[src/rtl/prim_rom_req_adapter.sv]
// prim_rom_req_adapter
//
// Valid/ready front-end for a single-cycle registered ROM macro that has only
// req/addr inputs and no backpressure. Requests are accepted on a credit basis,
// forwarded to the ROM in the accept cycle, and the read data (or an error
// tag for out-of-range addresses) is captured one cycle later into a small
// response FIFO. The consumer can stall indefinitely without losing data.
//
// Parameters
//   Width     data width, equal to the ROM word width
//   Depth     number of ROM words (>= 2, need not be a power of two)
//   RspDepth  response FIFO entries (>= 2; 2 sustains one request per cycle)
//
// Ports
//   clk_i        clock, all state on the rising edge
//   rst_ni       synchronous active-low reset
//   req_valid_i  request valid
//   req_ready_o  request ready (credit available)
//   req_addr_i   word address
//   rsp_valid_o  response valid (FIFO not empty)
//   rsp_ready_i  response ready
//   rsp_rdata_o  read data of the head response, 0 on error or when empty
//   rsp_err_o    head response addressed a word >= Depth
//   rom_req_o    ROM read strobe
//   rom_addr_o   ROM word address (mirrors req_addr_i)
//   rom_rdata_i  ROM read data, valid the cycle after rom_req_o

module prim_rom_req_adapter #(
  parameter int Width    = 32,
  parameter int Depth    = 2048,
  parameter int RspDepth = 2,
  localparam int Aw      = $clog2(Depth)
) (
  input  logic             clk_i,
  input  logic             rst_ni,
  input  logic             req_valid_i,
  output logic             req_ready_o,
  input  logic [Aw-1:0]    req_addr_i,
  output logic             rsp_valid_o,
  input  logic             rsp_ready_i,
  output logic [Width-1:0] rsp_rdata_o,
  output logic             rsp_err_o,
  output logic             rom_req_o,
  output logic [Aw-1:0]    rom_addr_o,
  input  logic [Width-1:0] rom_rdata_i
);

  localparam int CntW = $clog2(RspDepth + 1);
  localparam int PtrW = $clog2(RspDepth);

  // Advance a FIFO pointer, wrapping at RspDepth (which need not be a power
  // of two, so plain overflow of the pointer is not enough).
  function automatic logic [PtrW-1:0] ptr_inc(input logic [PtrW-1:0] p);
    if (p == PtrW'(RspDepth - 1)) begin
      return '0;
    end
    return p + PtrW'(1);
  endfunction

  logic             acc;
  logic             pop;
  logic             push;
  logic             in_range;
  logic [CntW:0]    occ;

  logic             vld_p1;
  logic             err_p1;

  logic [CntW-1:0]  cnt;
  logic [PtrW-1:0]  wr_ptr;
  logic [PtrW-1:0]  rd_ptr;
  logic [Width-1:0] mem_data [RspDepth];
  logic             mem_err  [RspDepth];

  // Stage p0: accept and issue to the ROM.
  // A request may only be accepted if its response is guaranteed a FIFO slot
  // when it lands: entries already buffered plus the one in flight, minus the
  // one leaving this cycle, must leave room. The pop term creates a
  // combinational path from rsp_ready_i to req_ready_o, which is what allows
  // full throughput with only two entries.
  assign in_range    = ({1'b0, req_addr_i} < (Aw + 1)'(Depth));
  assign occ         = {1'b0, cnt} + (CntW + 1)'(vld_p1) - (CntW + 1)'(pop);
  assign req_ready_o = rst_ni & (occ < (CntW + 1)'(RspDepth));
  assign acc         = req_valid_i & req_ready_o;

  // Out-of-range requests never touch the ROM; they travel the same pipeline
  // as a normal read so that responses stay in order with fixed latency.
  assign rom_req_o   = acc & in_range;
  assign rom_addr_o  = req_addr_i;

  // Stage p1: ROM data valid, written into the FIFO at the end of this cycle.
  assign push = vld_p1;

  // Stage p2: FIFO head presented to the consumer.
  assign rsp_valid_o = rst_ni & (cnt != '0);
  assign pop         = rsp_valid_o & rsp_ready_i;
  assign rsp_rdata_o = rsp_valid_o ? mem_data[rd_ptr] : '0;
  assign rsp_err_o   = rsp_valid_o ? mem_err[rd_ptr]  : 1'b0;

  always_ff @(posedge clk_i) begin
    if (!rst_ni) begin
      vld_p1 <= 1'b0;
      err_p1 <= 1'b0;
      cnt    <= '0;
      wr_ptr <= '0;
      rd_ptr <= '0;
      for (int i = 0; i < RspDepth; i++) begin
        mem_data[i] <= '0;
        mem_err[i]  <= 1'b0;
      end
    end else begin
      vld_p1 <= acc;
      err_p1 <= acc & ~in_range;

      if (push) begin
        // The ROM output is stale for error entries, so force the data to 0.
        mem_data[wr_ptr] <= err_p1 ? '0 : rom_rdata_i;
        mem_err[wr_ptr]  <= err_p1;
        wr_ptr           <= ptr_inc(wr_ptr);
      end

      if (pop) begin
        rd_ptr <= ptr_inc(rd_ptr);
      end

      unique case ({push, pop})
        2'b10:   cnt <= cnt + CntW'(1);
        2'b01:   cnt <= cnt - CntW'(1);
        default: cnt <= cnt;
      endcase
    end
  end

  // Interface and internal-consistency checks.
  a_no_x_ctrl : assert property (@(posedge clk_i) disable iff (!rst_ni)
    !$isunknown({req_valid_i, rsp_ready_i}));

  a_addr_stable : assert property (@(posedge clk_i) disable iff (!rst_ni)
    (req_valid_i && !req_ready_o) |=> (!req_valid_i || $stable(req_addr_i)));

  a_no_overflow : assert property (@(posedge clk_i) disable iff (!rst_ni)
    !(push && (cnt == CntW'(RspDepth))));

  a_cnt_bound : assert property (@(posedge clk_i) disable iff (!rst_ni)
    cnt <= CntW'(RspDepth));

endmodule

[config.mk]
export PLATFORM = sky130hd
export DESIGN_NAME = prim_rom_req_adapter
export DESIGN_NICKNAME = d
export VERILOG_FILES = /design/src/rtl/prim_rom_req_adapter.sv
export SDC_FILE = /design/constraint.sdc
export NUM_CORES = 1
export LEC_CHECK = 0
export ABC_AREA = 1
export CAP_MARGIN = 15
export CELL_PAD_IN_SITES_DETAIL_PLACEMENT = 0
export CELL_PAD_IN_SITES_GLOBAL_PLACEMENT = 1
export CORE_ASPECT_RATIO = 0.9
export CORE_UTILIZATION = 37
export CTS_CLUSTER_SIZE = 16
export DETAILED_ROUTE_END_ITERATION = 7
export PLACE_DENSITY_LB_ADDON = 0.1
export RECOVER_POWER = 50
export SLEW_MARGIN = 10
export SYNTH_ARGS = -nofsm -noshare
export SYNTH_HDL_FRONTEND = slang
export SYNTH_SLANG_ARGS = --single-unit
[constraint.sdc]
create_clock -name clk_i -period 2.28 [get_ports clk_i]
set_input_delay 0.456 -clock clk_i [delete_from_list [all_inputs] [get_ports clk_i]]
set_output_delay 0.456 -clock clk_i [all_outputs]
set_load 0.05 [all_outputs]
# == Word level (Yosys, flattened, before mapping) ==
# Memories as Yosys holds them, arrays and structs flattened. A register that Yosys moved wholly into a read port is not among the register bits.
# Index checks and enable logic that the tools add are counted.
# classes
mux,22
n_reduce_logical,3
n_bitwise,4
eq_ne,2
addsub,6
magnitude_cmp,1
# op_table
op,count
two-way mux 32 bit,2
OR reduction 32 bit,1
two-way mux 1 bit,19
AND 1 bit,4
case mux 2 bit (2 select lines),1
nonzero test 2 bit,2
adder 2 x 1 -> 3 bit,1
"less-than comparator 3 x 2 -> 1 bit, second input constant",1
subtractor 3 x 1 -> 3 bit,1
"adder 1 bit, second input constant",2
"adder 2 x 1 -> 2 bit, second input constant",1
"== test 2 x 1 -> 1 bit, second input constant",1
"== test 2 bit, second input constant",1
"subtractor 2 x 1 -> 2 bit, second input constant",1
# word_totals
memories,1
out_inout_bits,47
in_bits,47
wordCells,43
regBits,5
ram_bits,64
# memory_table
name,words,width,read_ports,rd_clocked_by_memory_dff,wr,line,source
mem_data,2,32,1,1,2,72,logic [Width-1:0] mem_data [RspDepth];

# == Depth between registers and ports, before layout ==
# Gate-level depths: netlist (run 1).
# depth
word_depth,8
mapped_depth,10
mapped_depth_nobuf,10

# == Least setup slack after synthesis (run 1) ==
# No wires, ideal clock.
# synth_timing
path_kind,input-to-output
from,input rst_ni
to,output rom_req_o
arrival_time_ns,2.599
path_stages,7
slack_ns,-0.775
cell_sequence,buf_6 > nand4_1 > nand2_1 > nand2_1 > fa_1 > o21ai_0 > nor3b_1
# synth_between
elab_chain_len,6
# synth_rtl
element,line,source
"start, declared",35,"input logic rst_ni,"
AND 1 bit,95,assign rsp_valid_o = rst_ni & (cnt != '0);
AND 1 bit,96,assign pop = rsp_valid_o & rsp_ready_i;
subtractor 3 x 1 -> 3 bit,82,"assign occ = {1'b0, cnt} + (CntW + 1)'(vld_p1) - (CntW + 1)'(pop);"
less-than comparator 3 x 2 -> 1 bit,83,assign req_ready_o = rst_ni & (occ < (CntW + 1)'(RspDepth));
AND 1 bit (*),83,
AND 1 bit (*),84,assign acc = req_valid_i & req_ready_o;
"end, declared",43,"output logic rom_req_o,"
# Mark *: on every way between the ends. The rest lies on a longest branch, timed or not.

# == Worst setup path in the final report (run 1) ==
# layout_timing
from,register cnt[0]
to,output rom_req_o
# layout_between
elab_chain_len,7
elab_cells_between_ends,8
cone_classes,add/sub (2); order compare (1); bitwise (4); reduce/logical (1)
# layout_rtl
element,line,source
"start, declared",69,logic [CntW-1:0] cnt;
"start signal, assigned",127,2'b10: cnt <= cnt + CntW'(1);
"start signal, assigned",128,2'b01: cnt <= cnt - CntW'(1);
"start signal, assigned",129,default: cnt <= cnt;
nonzero test 2 bit,95,
AND 1 bit,95,
AND 1 bit,96,
subtractor 3 x 1 -> 3 bit (*),82,
less-than comparator 3 x 2 -> 1 bit (*),83,
AND 1 bit (*),83,
AND 1 bit (*),84,
# Marks and branches as above.

==> results of run 1 <==
-- through the flow --
step / total power (µW) / cells / util (%) / setup TNS, ns / setup WS, ns
6_report: 2995 / 526 / 55.22 / -0.3093 / -0.1909
4_1_cts: 3026 / 525 / 55.20 / -0.2879 / -0.1923
2_1_floorplan: 1862 / 327 / - / -0.1424 / -0.08861
3_5_place_dp: 2061 / 507 / 52.64 / -4.237 / -0.4729
3_3_place_gp: 2053 / 507 / 52.64 / -3.416 / -0.4539
5_1_grt: 3124 / 526 / 55.22 / -0.5755 / -0.3170
-- cell usage after synthesis --
| library cell | count | share of area (%) |
|---|---|---|
| inv_2 | 1 | 0.11 |
| mux2_2 | 24 | 8.0 |
| buf_4 | 12 | 2.7 |
| o21a_1 | 1 | 0.22 |
| nand3_2 | 1 | 0.30 |
| nor2_1 | 69 | 7.7 |
| inv_1 | 69 | 7.7 |
| fa_1 | 1 | 0.59 |
| a21oi_1 | 3 | 0.44 |
| nand2_1 | 43 | 4.8 |
| dfxtp_1 | 6 | 3.6 |
| buf_2 | 10 | 1.5 |
| nand4_1 | 1 | 0.19 |
| buf_6 | 4 | 1.3 |
| mux2_1 | 8 | 2.7 |
| conb_1 | 1 | 0.11 |
| nand3_1 | 4 | 0.59 |
| o21ai_0 | 3 | 0.44 |
| nor3b_1 | 2 | 0.44 |
| edfxtp_1 | 64 | 57 |
-- what timing repair did --
action / in CTS / in global routing
pin swaps: 6 / 1
setup endpoints to repair: 35 / 2
resized for setup: 12 / 1
setup buffers: 2 / 1
hold endpoints to repair: 0 / 0
-- power by group through the flow --
| stage | sequential (µW) | combinational, µW | clock (µW) |
|---|---|---|---|
| 2_1_floorplan | 1530 | 336 | 0 |
| 3_3_place_gp | 1520 | 528 | 0 |
| 3_5_place_dp | 1530 | 532 | 0 |
| 4_1_cts | 1500 | 547 | 979 |
| 5_1_grt | 1510 | 583 | 1030 |
| 6_report | 1500 | 539 | 958 |
-- cell type report --
class,count,area share [%]
clock inverter,7,1.350
multi-input combinational,161,19.37
sequential,70,42.45
clock buffer,9,2.570
tap,119,3.089
inverter,70,5.452
timing repair buffer,90,25.73
-- layer usage --
| layer | track usage [%] | part of all wire (%) |
|---|---|---|
| met1 | 18.40 | 44 |
| met2 | 26.78 | 51 |
| met3 | 2.868 | 3.8 |
| met4 | 6.103 | 1.4 |
| met5 | 0 | 0 |
-- state kept, by name, indices dropped and copies added (netlist names), named ones only --
| signal | flops |
|---|---|
| push | 1 |
| cnt | 2 |
| rd_ptr | 1 |
| mem_data | 64 |
| wr_ptr | 1 |
-- worst max-delay path, stage by stage, from the launching register on --
cell and delay, ns:
dfxtp_2 0.33, inv_2 0.06, nand2_2 0.05, nand3_2 0.07, nand2_2 0.06, nand2_2 0.06
nand2_2 0.06, fa_1 0.53, o21ai_4 0.09, nor3b_4 0.18, buf_6 0.18
-- worst max-delay path by stage --
stage	startpoint	to	slack, ns	cells after the start
2_1_floorplan	rst_ni	rom_req_o	-0.09	7
3_3_place_gp	rst_ni	rom_req_o	-0.45	8
3_5_place_dp	rst_ni	rom_req_o	-0.47	8
4_1_cts	cnt[1]	rom_req_o	-0.19	10
5_1_grt	cnt[1]	rom_req_o	-0.32	10
6_report	cnt[0]	rom_req_o	-0.19	10
-- logic make-up (layout without fill, tap and decap cells) --
logic type | after synthesis | after routing | share of synthesized area (%)
flops | 70 | 70 | 60.36
mux | 32 | 32 | 10.65
fa+ha+maj | 1 | 1 | 0.5917
buf+inv | 96 | 176 | 13.24
compound gates | 7 | 7 | 1.109
simple gates | 120 | 120 | 13.94
other cells | 1 | 1 | 0.1108
==> metrics.txt, run 1 <==
status complete, but fails checks; violated checks negative setup slack; drt drc 0; Crit Path Category register to primary output; GRT Total Usage 15.31%; Final min period 2.471 ns; initial antenna violation count 0; most frequent cells in the layout nor2_1, inv_1, edfxtp_1; area delta synth->final 42.46%; worst reg2reg path endpoint push; Comb pwr share between 15 and 20%; multi-input logic area around 930 µm²; Initial Util 38.76%; Clock transition at path regs 0.08 ns; min-delay src rd_ptr; Int Pwr 2234 µW; DP Area 4594 µm²; Buffers on Ports 70; WHS Path Cells 2; Root Buffer clkbuf_8; total gr overflow 0; floorplan row count 32; fin nets 450; sequential cell area roughly 2000 µm²; final setup fails 2; ANT cells 0; Max Buffers Root-to-Sink 2; Final Hold Viols 0; Netlist Area Pre-Place around 3400 µm²; max_cap viols 0; fillcell total 822; Crit. End Element primary output; initial detailed-routing violation count 51; cts hold-fix bufs 0; Slew Limit Fails 0; most common cell after layout, fill and taps aside nor2_1; chip width 102.8 µm; Routed Wire Length 6604 µm; Die H 92.72 µm; synth warn 0; # IOs 94; Leak ~0.0022 µW; Worst R2R Start cnt[0]; switch share 25.42%; vias about 2,300; htree depth 3; Max rail drop VDD 0.0003214 V; Worst-Skew Late Latency 0.33 ns; Cell variety after synth 20; TritonCTS clock tree yes; post-synthesis sequential area ratio 60.36%; Worst Reg-to-Reg Cells 9; Worst EP required 1.82 ns; crit start category register; Routability Congestion 0.7209; share of layout cells above drive strength 1 26.78%; Reg power frac 50.0%; via/cell ratio ~4.4; Final Cycle Share 108.4%; slack of the worst reg-to-reg path 0.71 ns; Net Sw Power 761.3 µW; CTS Sinks 70; antenna-violating nets left 0; setup slack after layout -0.1909 ns; DR WL/cell between 10 and 15 µm; Clock power frac 32.0%; first-pass GRT wire length ~11,000 µm; post-DP HPWL 4308 µm; Fmax 404.7 MHz; min-delay worst type register to register; Pwr Density 621.4 nW/µm²; Core ar. 8728 µm²; Syn Inst Count 327; Worst Hold Slack 0.4760 ns; worst-path fanout max 3; register bit total from synthesis 70; Syn Nets 375; syn_area_per_cell ~10 µm²; Hold Path End rd_ptr; RSZ-0062 raised after global routing yes; data arrival time of the critical path 2.01 ns; die area 9531 µm²; Final Cell Area 4820 µm²; Num CTS Buffers 9; Fin Clk Skew roughly 0.013 ns; drt pass-1 iters 4; largest net degree at the start of global routing 34; vias in the first global route about 2,400
No activity file was read; power rests on OpenSTA's default activity.
==> run 2: changes to the inputs <==
--- a/config.mk
+++ b/config.mk
@@ -6,10 +6,11 @@
 export NUM_CORES = 1
 export LEC_CHECK = 0
 export ABC_AREA = 1
-export CAP_MARGIN = 15
+export CAP_MARGIN = 10
 export CELL_PAD_IN_SITES_DETAIL_PLACEMENT = 0
 export CELL_PAD_IN_SITES_GLOBAL_PLACEMENT = 1
 export CORE_ASPECT_RATIO = 0.9
+export CORE_MARGIN = 4
 export CORE_UTILIZATION = 37
 export CTS_CLUSTER_SIZE = 16
 export DETAILED_ROUTE_END_ITERATION = 7
==> metrics.txt, run 2 (synthesis gave the netlist of run 1 again) <==
Crit. End Element primary output; die area 10,740 µm² (+13%); Fmax 397.9 MHz (-1.7%); Worst EP required 1.82 ns (about the same); via/cell ratio 4.413 (+0.62%); largest net degree at the start of global routing 33 (-2.9%); initial antenna violation count 0 (unchanged); initial detailed-routing violation count 48 (-5.9%); area delta synth->final 42.90%; largest register by flop count mem_data; antenna-violating nets left 0 (unchanged); status complete, but fails checks; first-pass GRT wire length 11,030 µm (+1.1%); htree depth 3 (unchanged); fillcell total 818 (-0.49%); max_cap viols 0 (unchanged); TritonCTS clock tree yes; RSZ-0062 raised after global routing yes; Initial Util 38.76% (unchanged); floorplan row count 32 (unchanged); worst path cell trace dlygate4sd2_1 > nand4_1 > nand2_2 > nand2_2 > fa_1 > o21ai_4 > nor3b_4 > buf_6; WHS Path Cells 2 (unchanged); min-delay src rd_ptr; Final Cycle Share 110.2% (+1.9 points); Clock transition at path regs 0.07 ns (about the same); Fin Clk Skew 0.007237 ns (-0.005647 ns); fin nets 454 (+0.89%); Die H 98.72 µm (+6.5%); Pwr Density 616.7 nW/µm² (-0.76%); drt drc 0 (unchanged); final setup TNS -0.4057 ns (-0.09645 ns); Core ar. 8728 µm² (unchanged); slack of the worst reg-to-reg path 0.45 ns (-0.26 ns); final setup fails 2 (unchanged); Max Buffers Root-to-Sink 2 (unchanged); share of layout cells above drive strength 1 26.76% (about the same); Routability Congestion 0.6999 (-2.9%); Max rail drop VDD 0.0003183 V (-0.98%); max incr delay on CP 0.56 ns (+0.03 ns); worst reg2reg path endpoint push; drt pass-1 iters 4 (unchanged); DR WL/cell 12.71 µm (+1.2%); min-delay worst type register to register; Slew Limit Fails 0 (unchanged); Final Cell Area 4835 µm² (+0.31%); # IOs 94 (unchanged); data arrival time of the critical path 2.06 ns (+0.05 ns); Buffers on Ports 70 (unchanged); Worst Reg-to-Reg Cells 11 (+2); ANT cells 0 (unchanged); total gr overflow 0 (unchanged); Final min period 2.513 ns (+0.04238 ns); max reg flops 64 (unchanged); CTS Sinks 70 (unchanged); violated checks negative setup slack; Crit-path slowest cell fa_1; GRT Total Usage 13.43% (-1.9 points); vias 2,339 (+1.4%); crit start category input pin; Leak 0.002251 µW (+0.53%); chip width 108.8 µm (+5.8%); CP most frequent cell nand2_2; Power, Total 2982 µW (-0.45%); Num CTS Buffers 9 (unchanged); Final Hold Viols 0 (unchanged); post-place setup slack -0.4971 ns (-0.02428 ns); DP Area 4574 µm² (-0.44%); worst-path fanout max 4 (+1); vias in the first global route 2,426 (+3.0%); post-DP HPWL 4334 µm (+0.61%); Largest regs mem_data (64), cnt (2); Worst-Skew Late Latency 0.34 ns (about the same); Crit Path Category input pin to primary output; Root Buffer clkbuf_8; setup slack after layout -0.2333 ns (-0.04238 ns); Routed Wire Length 6735 µm (+2.0%); most frequent cells in the layout inv_1, nor2_1, edfxtp_1; Worst R2R Start cnt[1]
[run 2: changes by cell type in the layout (fill, tap and decap cells not counted)]
cell and delta:
clkbuf_1 +1, dfxtp_2 -1, clkinv_4 -1, inv_1 +1, buf_12 -1, inv_2 -1, inv_6 +1, clkinv_1 +1
clkinv_2 -1, dfxtp_4 +1, buf_4 +4
[run 2: worst max-delay path: cells and delay by family]
family / cells / cell delay [ns]
AO/OA/AOI/OAI: 1 / 0.09
adder cells (fa/ha/maj): 1 / 0.56
AND/OR/NAND/NOR: 4 / 0.51
buffers and inverters: 2 / 0.45
[run 2: repair_timing]
item                       in CTS  in global routing
gates resized for setup        12                  2
buffers inserted                7                  1
hold buffers                    0                  0
pin swaps                       5                  3
setup endpoints to repair      35                  3
gates cloned                    0                  0
[run 2: worst max-delay path by stage]
stage / start / to / depth (start not counted)
floorplan: rst_ni / rom_req_o / 7
global placement: rst_ni / rom_req_o / 8
detailed placement: rst_ni / rom_req_o / 8
CTS: cnt[0] / rom_req_o / 8
global route: cnt[0] / rom_req_o / 8
finish: rst_ni / rom_req_o / 8
[run 2: area by class of cell]
type                            count  area, µm²  area share, %
Inverter                           70      262.8          5.435
Clock inverter                      7      63.81          1.320
Multi-Input combinational cell    161      933.4          19.31
Tap cell                          119      148.9          3.080
Sequential cell                    70       2048          42.37
Clock buffer                        9      123.9          2.562
Timing Repair Buffer               94       1254          25.93
[run 2: power by group]
group          internal, µW  switching, µW  total (µW)
clock network           497            444         941
registers              1480           22.1        1500
logic                   259            280         539
total                  2240            746        2980
[run 2: per-layer routing]
layer	vias up	share of wire (%)	routed length [µm]	track usage, %
li1	1163	-	-	-
met1	1112	41	2753	14.55
met2	51	52	3506	24.28
met3	13	5.9	397	5.108
met4	0	1.2	78	3.786
met5	-	0	0	0
[run 2: stage by stage]
stage               utilization (%)  std cells  hold WS (ns)
finish                        55.39        530        0.4868
CTS                           55.39        529        0.4886
detailed placement            52.41        506        0.4786
global route                  55.39        530        0.5022
floorplan                         -        327        0.4474
global placement              52.41        506        0.4603
==> run 3: changes to the inputs <==
--- a/config.mk
+++ b/config.mk
@@ -14,7 +14,7 @@
 export CORE_UTILIZATION = 37
 export CTS_CLUSTER_SIZE = 16
 export DETAILED_ROUTE_END_ITERATION = 7
-export PLACE_DENSITY_LB_ADDON = 0.1
+export PLACE_DENSITY_LB_ADDON = 0.05
 export RECOVER_POWER = 50
 export SLEW_MARGIN = 10
 export SYNTH_ARGS = -nofsm -noshare
==> metrics.txt, run 3 (synthesis gave the netlist of run 1 again) <==
status complete, but fails checks; violated checks negative setup slack; DR WL/cell 13.10 µm (+3.1%); Max Buffers Root-to-Sink 2 (unchanged); Final Hold Viols 0 (unchanged); first-pass GRT wire length 11,250 µm (+2.0%); critical path launch point cnt[0]; Num CTS Buffers 9 (unchanged); Worst R2R Start cnt[0]; Pwr Density 630.4 nW/µm² (+2.2%); min-delay src rd_ptr; initial detailed-routing violation count 81 (+69%); RSZ-0062 raised after global routing yes; Clock power frac 34.3% (+2.7 points); final setup fails 3 (+1); CTS Sinks 70 (unchanged); drt drc 0 (unchanged); ANT cells 0 (unchanged); Root Buffer clkbuf_8; antenna-violating nets left 0 (unchanged); largest register by flop count mem_data; share of layout cells above drive strength 1 29.65% (+2.9 points); Routed Wire Length 7124 µm (+5.8%); drt pass-1 iters 6 (+2); vias 2,379 (+1.7%); chip width 108.8 µm (unchanged); most common cell after layout, fill and taps aside nor2_1; GRT Total Usage 13.69% (+0.26 points); vias in the first global route 2,420 (-0.25%); TritonCTS clock tree yes; Fmax 406.3 MHz (+2.1%); Reg power frac 47.9% (-2.5 points); Int Pwr 2360 µW (+5.6%); initial antenna violation count 0 (unchanged); Clock transition at path regs 0.07 ns (about the same); sequential cell area 2046 µm² (-0.12%); htree depth 3 (unchanged); total gr overflow 0 (unchanged); placed cell count 510 (+0.79%); Final min period 2.461 ns (-0.05234 ns); most frequent cells in the layout nor2_1, inv_1, edfxtp_1; Buffers on Ports 70 (unchanged); via/cell ratio 4.373 (-0.91%); Worst-Skew Late Latency 0.34 ns (about the same); Crit Path Category register to register; Die H 98.72 µm (unchanged); fillcell total 794 (-2.9%); # IOs 94 (unchanged); data arrival time of the critical path 2.69 ns (+0.63 ns); cts hold-fix bufs 0 (unchanged); die area 10,740 µm² (unchanged); Leak 0.002310 µW (+2.7%); max_cap viols 0 (unchanged); Worst EP required 2.51 ns (+0.69 ns); Final Cycle Share 107.9% (-2.3 points); Max rail drop VDD 0.0004110 V (+29%); floorplan row count 32 (unchanged); max reg flops 64 (unchanged); met1 GRT Util 16.27% (+1.7 points); Largest regs mem_data (64), cnt (2); M3 GR Usage 4.650% (-0.46 points); Fin Clk Skew 0.005848 ns (-0.001389 ns); worst-path fanout max 2 (-2); Initial Util 38.76% (unchanged); multi-input logic area 927.1 µm² (-0.67%); switch share 24.54% (-0.47 points); post-place setup slack -0.4934 ns (+0.003750 ns); Routability Congestion 0.7784 (+11%); Slew Limit Fails 0 (unchanged); busiest metal layer after global routing met2; Final Non-Filler Cells 544 (+2.6%); largest net degree at the start of global routing 33 (unchanged); Net Sw Power 767.8 µW (+2.9%); met2 Use GR 23.90% (-0.38 points); crit start category register; Crit. End Element register; Comb pwr share 17.8% (-0.3 points); min-delay worst type register to register; fin nets 468 (+3.1%); area delta synth->final 46.67%; Core ar. 8728 µm² (unchanged); setup slack after layout -0.1810 ns (+0.05234 ns); Worst Hold Slack 0.4687 ns (-0.01813 ns); post-DP HPWL 4466 µm (+3.0%)
[run 3: routing by layer]
| metal | routed length, µm | share of wire [%] |
|---|---|---|
| met2 | 3656 | 51 |
| met3 | 332 | 4.7 |
| met1 | 3050 | 43 |
| met4 | 85 | 1.2 |
| met5 | 0 | 0 |
[run 3: final cells by class]
| class | count | share of cell area [%] |
|---|---|---|
| Sequential cell | 70 | 41.23 |
| Timing Repair Buffer | 108 | 27.48 |
| Multi-Input combinational cell | 161 | 18.68 |
| Inverter | 70 | 5.295 |
| Tap cell | 119 | 3.001 |
| Clock buffer | 10 | 2.572 |
| Clock inverter | 6 | 1.740 |
[run 3: power groups by stage]
stage	Clock (µW)	Sequential, µW	Combinational [µW]
floorplan	0	1530	336
global placement	0	1520	536
detailed placement	0	1530	539
CTS	1100	1500	561
global route	1160	1510	598
finish	1070	1500	557
[run 3: final timing paths]
check	endpoint	slack [ns]	cells after the start
worst min register to register	register	0.47	2
worst min-delay path	register	0.47	2
worst max register to register	cnt[0]	-0.18	19
worst max-delay path	cnt[0]	-0.18	19
[run 3: through the flow]
step / util [%] / setup TNS (ns) / total power [µW] / area, µm²
after global routing: 56.85 / -0.7775 / 3264 / 4962
after CTS: 56.72 / -0.3024 / 3157 / 4951
after detailed placement: 52.75 / -4.469 / 2067 / 4604
after global placement: 52.75 / -4.178 / 2059 / 4604
after floorplan: - / -0.1424 / 1862 / 3412
final: 56.85 / -0.4236 / 3128 / 4962
[run 3: what timing repair did]
action | CTS | global route
gates cloned | 0 | 0
pin swaps | 5 | 0
setup buffers | 17 | 2
endpoints found under the setup margin | 35 | 3
gates resized for setup | 12 | 3
[run 3: critical path: stages (launching register included)]
cell,delay (ns)
dfxtp_2,0.34
inv_2,0.05
nand4_1,0.14
nand2_2,0.12
nand2_2,0.06
buf_4,0.13
buf_4,0.12
buf_4,0.12
buf_4,0.12
buf_4,0.12
buf_4,0.12
buf_4,0.12
buf_4,0.12
buf_4,0.12
buf_4,0.12
buf_4,0.12
buf_4,0.12
buf_4,0.12
nand2_2,0.04
nor2_1,0.03
